`config.mk`:
```
export PLATFORM = sky130hd
export DESIGN_NAME = ecg_qrs_detector
export DESIGN_NICKNAME = d
export VERILOG_FILES = /design/src/rtl/ecg_qrs_detector.sv
export SDC_FILE = /design/constraint.sdc
export NUM_CORES = 2
export LEC_CHECK = 0
export CORE_AREA = 2 2 507 509
export CTS_CLUSTER_DIAMETER = 30
export DETAILED_ROUTE_END_ITERATION = 12
export DIE_AREA = 0 0 509 511
export SYNTH_ARGS = -nofsm -noshare
export SYNTH_HDL_FRONTEND = slang
export SYNTH_SLANG_ARGS = --single-unit
```
`constraint.sdc`:
```
create_clock -name clk -period 69.9 [get_ports clk]
set_clock_uncertainty 0.1 [all_clocks]
set_input_delay 13.98 -clock clk [delete_from_list [all_inputs] [get_ports clk]]
set_output_delay 13.98 -clock clk [all_outputs]
set_load 0.1 [all_outputs]
```
`src/rtl/ecg_qrs_detector.sv`:
```
// ecg_qrs_detector
// Pan-Tompkins-style QRS detector placed after the ECG bandpass FIR.
// Processing chain: saturate to 16 bits -> five-point derivative -> square ->
// moving-window integration (MWI) -> threshold / refractory state machine.
// One pulse is emitted per detected QRS complex. It carries the peak MWI value
// and the sample index of that peak.
//
// Ports
//   clk        clock
//   rst        asynchronous reset, active-high
//   din        signed FIR output sample (DIN_W bits)
//   din_valid  din carries a new sample this cycle
//   thresh     unsigned detection threshold, sampled live at each MWI evaluation
//   mwi_out    MWI result (window mean of squared derivative)
//   mwi_valid  one-cycle strobe, mwi_out valid (3 cycles after din_valid)
//   qrs_valid  one-cycle detection strobe
//   qrs_peak   peak MWI value of the last detected complex (held)
//   qrs_idx    sample index of that peak (held)
module ecg_qrs_detector #(
    parameter int DIN_W       = 59,
    parameter int MWI_LEN     = 32,
    parameter int REFRACT_LEN = 50,
    parameter int MAX_ABOVE   = 64
) (
    input  logic                    clk,
    input  logic                    rst,
    input  logic signed [DIN_W-1:0] din,
    input  logic                    din_valid,
    input  logic [31:0]             thresh,
    output logic [31:0]             mwi_out,
    output logic                    mwi_valid,
    output logic                    qrs_valid,
    output logic [31:0]             qrs_peak,
    output logic [31:0]             qrs_idx
);

    localparam int LOG_LEN = $clog2(MWI_LEN);
    localparam int SUM_W   = 32 + LOG_LEN;
    localparam int ACNT_W  = $clog2(MAX_ABOVE + 1);
    localparam int RCNT_W  = $clog2(REFRACT_LEN + 1);

    function automatic logic signed [15:0] sat16(input logic signed [DIN_W-1:0] v);
        logic signed [DIN_W-1:0] hi;
        logic signed [DIN_W-1:0] lo;
        hi = DIN_W'(32767);
        lo = DIN_W'(-32768);
        if (v > hi)      return 16'sh7fff;
        else if (v < lo) return 16'sh8000;
        else             return v[15:0];
    endfunction

    // Derivative is evaluated at 19 bits. The floor shift keeps the result
    // within 16 bits for any saturated input.
    function automatic logic signed [15:0] deriv5(input logic signed [15:0] x0,
                                                  input logic signed [15:0] x1,
                                                  input logic signed [15:0] x3,
                                                  input logic signed [15:0] x4);
        logic signed [18:0] acc;
        acc = (19'(x0) <<< 1) + 19'(x1) - 19'(x3) - (19'(x4) <<< 1);
        acc = acc >>> 3;
        return acc[15:0];
    endfunction

    // ---- stage 0: saturate, derivative, index tagging ----
    logic signed [15:0] x_sat;
    logic signed [15:0] xd [4];     // xd[k] holds x[n-1-k]
    logic [31:0]        idx_cnt;
    logic signed [15:0] d_p0;
    logic [31:0]        idx_p0;
    logic               vld_p0;

    assign x_sat = sat16(din);

    always_ff @(posedge clk or posedge rst) begin
        if (rst) begin
            for (int i = 0; i < 4; i++) xd[i] <= '0;
            idx_cnt <= '0;
            d_p0    <= '0;
            idx_p0  <= '0;
            vld_p0  <= 1'b0;
        end else begin
            vld_p0 <= din_valid;
            if (din_valid) begin
                d_p0    <= deriv5(x_sat, xd[0], xd[2], xd[3]);
                xd[0]   <= x_sat;
                xd[1]   <= xd[0];
                xd[2]   <= xd[1];
                xd[3]   <= xd[2];
                idx_p0  <= idx_cnt;
                idx_cnt <= idx_cnt + 32'd1;
            end
        end
    end

    // ---- stage 1: square ----
    logic signed [31:0] sq_full;
    logic [31:0]        s_p1;
    logic [31:0]        idx_p1;
    logic               vld_p1;

    assign sq_full = d_p0 * d_p0;

    always_ff @(posedge clk or posedge rst) begin
        if (rst) begin
            s_p1   <= '0;
            idx_p1 <= '0;
            vld_p1 <= 1'b0;
        end else begin
            vld_p1 <= vld_p0;
            if (vld_p0) begin
                s_p1   <= sq_full;
                idx_p1 <= idx_p0;
            end
        end
    end

    // ---- stage 2: moving-window integration ----
    logic [31:0]        ring [MWI_LEN];
    logic [LOG_LEN-1:0] wptr;
    logic [SUM_W-1:0]   sum;
    logic [SUM_W-1:0]   sum_next;
    logic [31:0]        idx_p2;

    // Running sum: add the newest square, drop the one leaving the window.
    assign sum_next = sum + SUM_W'(s_p1) - SUM_W'(ring[wptr]);

    always_ff @(posedge clk or posedge rst) begin
        if (rst) begin
            for (int i = 0; i < MWI_LEN; i++) ring[i] <= '0;
            wptr      <= '0;
            sum       <= '0;
            mwi_out   <= '0;
            mwi_valid <= 1'b0;
            idx_p2    <= '0;
        end else begin
            mwi_valid <= vld_p1;
            if (vld_p1) begin
                ring[wptr] <= s_p1;
                wptr       <= wptr + 1'b1;
                sum        <= sum_next;
                mwi_out    <= sum_next[SUM_W-1:LOG_LEN];
                idx_p2     <= idx_p1;
            end
        end
    end

    // ---- stage 3: threshold / refractory decision ----
    typedef enum logic [1:0] {SEARCH, ABOVE, REFRACT} state_t;
    state_t            state;
    state_t            state_nxt;
    logic [ACNT_W-1:0] acnt;
    logic [RCNT_W-1:0] rcnt;
    logic [31:0]       peak;
    logic [31:0]       pidx;
    logic              above_thr;
    logic              detect;
    logic [31:0]       peak_fin;
    logic [31:0]       pidx_fin;

    assign above_thr = (mwi_out > thresh);

    always_ff @(posedge clk or posedge rst) begin
        if (rst) state <= SEARCH;
        else     state <= state_nxt;
    end

    always_comb begin
        state_nxt = state;
        if (mwi_valid) begin
            case (state)
                SEARCH:  if (above_thr) state_nxt = ABOVE;
                ABOVE:   if (!above_thr || acnt == ACNT_W'(MAX_ABOVE - 1)) state_nxt = REFRACT;
                REFRACT: if (rcnt == RCNT_W'(1)) state_nxt = SEARCH;
                default: state_nxt = SEARCH;
            endcase
        end
    end

    // The timeout detect reports the peak including the current sample.
    always_comb begin
        detect   = mwi_valid && (state == ABOVE) &&
                   (!above_thr || acnt == ACNT_W'(MAX_ABOVE - 1));
        peak_fin = peak;
        pidx_fin = pidx;
        if (above_thr && mwi_out > peak) begin
            peak_fin = mwi_out;
            pidx_fin = idx_p2;
        end
    end

    always_ff @(posedge clk or posedge rst) begin
        if (rst) begin
            acnt      <= '0;
            rcnt      <= '0;
            peak      <= '0;
            pidx      <= '0;
            qrs_valid <= 1'b0;
            qrs_peak  <= '0;
            qrs_idx   <= '0;
        end else begin
            qrs_valid <= detect;
            if (detect) begin
                qrs_peak <= peak_fin;
                qrs_idx  <= pidx_fin;
            end
            if (mwi_valid) begin
                case (state)
                    SEARCH: begin
                        if (above_thr) begin
                            peak <= mwi_out;
                            pidx <= idx_p2;
                            acnt <= ACNT_W'(1);
                        end
                    end
                    ABOVE: begin
                        peak <= peak_fin;
                        pidx <= pidx_fin;
                        acnt <= acnt + 1'b1;
                        if (detect) rcnt <= RCNT_W'(REFRACT_LEN);
                    end
                    REFRACT: rcnt <= rcnt - 1'b1;
                    default: ;
                endcase
            end
        end
    end

endmodule

```
==> out/results.tsv <==
stage	metric	value	unit
worst_setup_path	critical-path cell with the highest stage delay	buf_4	
synthesis	flops & latches, synth	1420	
final_layout	Fillers	24030	
global_route	first-pass GRT wire length	322.9	mm
die	Site Rows	186	
die	die width	509	um
drt	drt initial violations	3004	
drt	metal2 WL	101.0	mm
synthesis	Seq/Total Area, Yosys	46.67	%
synthesis	Most used DFF post-synth	dfrtp_1	
clock_tree	Reg clk slew, reported paths	0.04	ns
drt	vias	48140	
synthesis	mapped cell area	76140	um2
synthesis	Yosys top cell by area	dfrtp_1	
clock_tree	clk_lat worst skew	0.93	ns
drt	routed wl met3	10.73	mm
final_layout	Reg area	35550	um2
die	# IOs	192	
timing	Final min period	19.24	ns
clock_tree	CTS Hold Bufs	0	
timing	f_max	51.98	MHz
timing	fin crit share	27.52	%
synthesis	Syn Area/Cell	12.97	um2
place	Final HPWL DP	134.9	mm
final_layout	Final Cell Area	93260	um2
worst_setup_path	CP delay by family, top	buffers and inverters	
global_route	vias in the first global route	51830	
final_layout	Synth-to-Final Area Change	22.48	%
clock_tree	CTS root buf	clkbuf_16	
synthesis	Area contributors post-synth	dfrtp_1, mux2_2, fa_1	
worst_setup_path	Critical Path AT	20.08	ns
worst_setup_path	crit path launch type	input port	
drt	Metal-1 WL	92.22	mm
clock_tree	# resized after CTS	0	
synthesis	warnings from Yosys	0	
synthesis	post-synth net total	6481	
synthesis	synth unique cells	79	
final_layout	Final #Nets	6693	
hold_path	worst min path class	reg -> reg	
die	Starting Density	29.83	%
place	dpl cell area	81520	um2
die	die height	511	um
clock_tree	total CTS buffers	342	
synthesis	EDFF count, synth	0	
global_route	GRT Util Overall	16.04	%
clock_tree	CTS sink cnt	1420	
timing	Setup TNS	0	ns
synthesis	area share of the largest cell type after synthesis	46.67	%
timing	post-route worst setup slack	50.66	ns
worst_setup_path	critical path, cell by cell	clkdlybuf4s50_1, inv_8, buf_4, buf_4, buf_4, buf_4, buf_4, buf_4	
place	IO Port Bufs	191	
drt	wire length per cell	21.57	um
clock_tree	H-tree depth	5	
worst_setup_path	CP most frequent cell	buf_4	
worst_setup_path	CP required	70.74	ns
timing	unrepaired setup endpoints after global routing	no	
worst_setup_path	crit-path max cell delay	0.85	ns
die	core area	255300	um2
worst_setup_path	CP endpoint kind	async pin	
synthesis	Synth Instances	5870	
clock_tree	CTS tree	built	
place	routability cong.	0.8444	
worst_setup_path	Buf+Inv Stages, Crit Path	8	
run	max-cap violations	0	
global_route	largest net degree at the start of global routing	169	
place	dpl ws	49.44	ns
drt	top layer in use	met4	
die	total die area	260100	um2
clock_tree	Setup Buffers After CTS	0	
timing	Max transition margin	21.54	%
final_layout	area taken by multi-input logic gates	36830	um2
global_route	Congestion Overflow GR	0	
worst_setup_path	crit-path max FO	124	
timing	Final Max Tran Viols	0	
timing	worst slew pin tran	1.177	ns
timing	final hold slack	0.3774	ns
drt	Detail Route Antenna Nets	0	
final_layout	layout cells sized above 1	33.62	%
drt	vias per cell	4.952	
timing	Setup violations, final	0	
worst_setup_path	Crit Path Class	in -> async	
drt	First-pass DRT Iterations	7	
timing	final hold vios	0	
global_route	antenna violations before repair	3	
drt	final wirelength	209.7	mm
drt	DRC	0	
clock_tree	CTS max path bufs	4	
run_status	status	finished clean	
synthesis	fraction of registers with async set/reset	100.0	%
[worst paths after layout]
check	from	end	slack (ns)	cells past startpoint
max	rst	ring[179]	50.66	8
min reg2reg	idx_p1[3]	idx_p2[3]	0.38	1
min	idx_p1[3]	idx_p2[3]	0.38	1
max reg2reg	wptr[0]	mwi_out[31]	61.78	19
max in group clk	thresh[31]	pidx[29]	51.11	11
min in group asynchronous	rst	idx_cnt[0]	13.56	2
[synth_stat cells, types with 38 or more instances]
library cell,n
nand2_1,211
mux2i_1,117
a21oi_1,181
inv_1,613
dfrtp_1,1420
mux4_2,248
fa_1,296
buf_1,44
ha_1,221
xnor2_1,89
a22oi_1,124
nor2_1,207
clkbuf_1,310
mux2_2,1119
nand3_1,38
o21ai_0,123
nand4_1,69
a21o_1,54
[state kept, by name (all words and copies together) (netlist names), 31 cells and up]
name      flops
idx_cnt      32
idx_p0       32
idx_p1       32
idx_p2       32
mwi_out      32
peak         32
pidx         32
qrs_idx      32
qrs_peak     32
ring        992
s_p1         31
xd           64
[logic make-up after synthesis]
logic type / share of synthesized area (%)
mux: 26.01
xor+xnor: 1.449
buf+inv: 5.337
fa+ha+maj: 11.41
compound gates: 4.867
flops: 46.67
simple gates: 4.251
[final cells by class]
| class | count | area share, % |
|---|---|---|
| Multi-Input combinational cell | 3425 | 39.49 |
| Sequential cell | 1420 | 38.12 |
| Clock buffer | 433 | 10.21 |
| Tap cell | 3384 | 4.540 |
| Timing Repair Buffer | 276 | 2.766 |
| Inverter | 617 | 2.491 |
| Clock inverter | 167 | 2.375 |
| Antenna cell | 1 | 0.002683 |
[placed cells by master, fill, tap and decap left out, drive strengths merged, types with 21 or more instances in the layout]
master | synthesis | routed
ha | 221 | 221
clkdlybuf4s50 | 0 | 188
mux4 | 248 | 248
xnor2 | 89 | 89
inv | 613 | 626
a21oi | 183 | 183
and2 | 33 | 33
nand3 | 38 | 38
clkinv | 4 | 75
clkbuf | 310 | 433
fa | 296 | 296
nand2 | 211 | 211
a21o | 54 | 54
a22oi | 124 | 124
xor2 | 37 | 37
o21ai | 129 | 129
nand4 | 71 | 71
clkinvlp | 0 | 37
bufinv | 0 | 46
mux2i | 117 | 117
mux2 | 1149 | 1149
dfrtp | 1420 | 1420
nand2b | 21 | 21
buf | 98 | 88
nor2 | 207 | 207
[metrics by stage]
stage                     instances  util (%)
final                          9723     36.53
after detailed placement       9122     31.93
after floorplan                5870         -
after global routing           9723     36.53
after CTS                      9722     36.53
after global placement         9122     31.93
[metal layers]
metal | up-vias | GRT usage, %
li1 | 20890 | -
met1 | 25620 | 21.24
met2 | 1267 | 26.34
met3 | 369 | 3.117
met4 | 0 | 5.068
met5 | - | 0
[worst register-to-register path, stage by stage, from the launching register on]
cell and delay (ns):
dfrtp_4 0.89, buf_4 0.88, buf_4 0.73, mux4_2 0.65, a22oi_1 0.30, nand4_1 0.35
fa_1 0.60, inv_1 0.05, ha_1 0.32, nand2b_1 0.15, a21oi_1 0.17, o21ai_0 0.44
o211ai_1 0.28, o22ai_1 0.86, o211ai_1 0.32, a31oi_1 0.34, a21oi_1 0.14, o21a_1 0.18
o21ai_1 0.15, xnor2_1 0.13
Power is not shown: default switching activity piles up to over one toggle a cycle in this logic, so the estimate is an artifact.
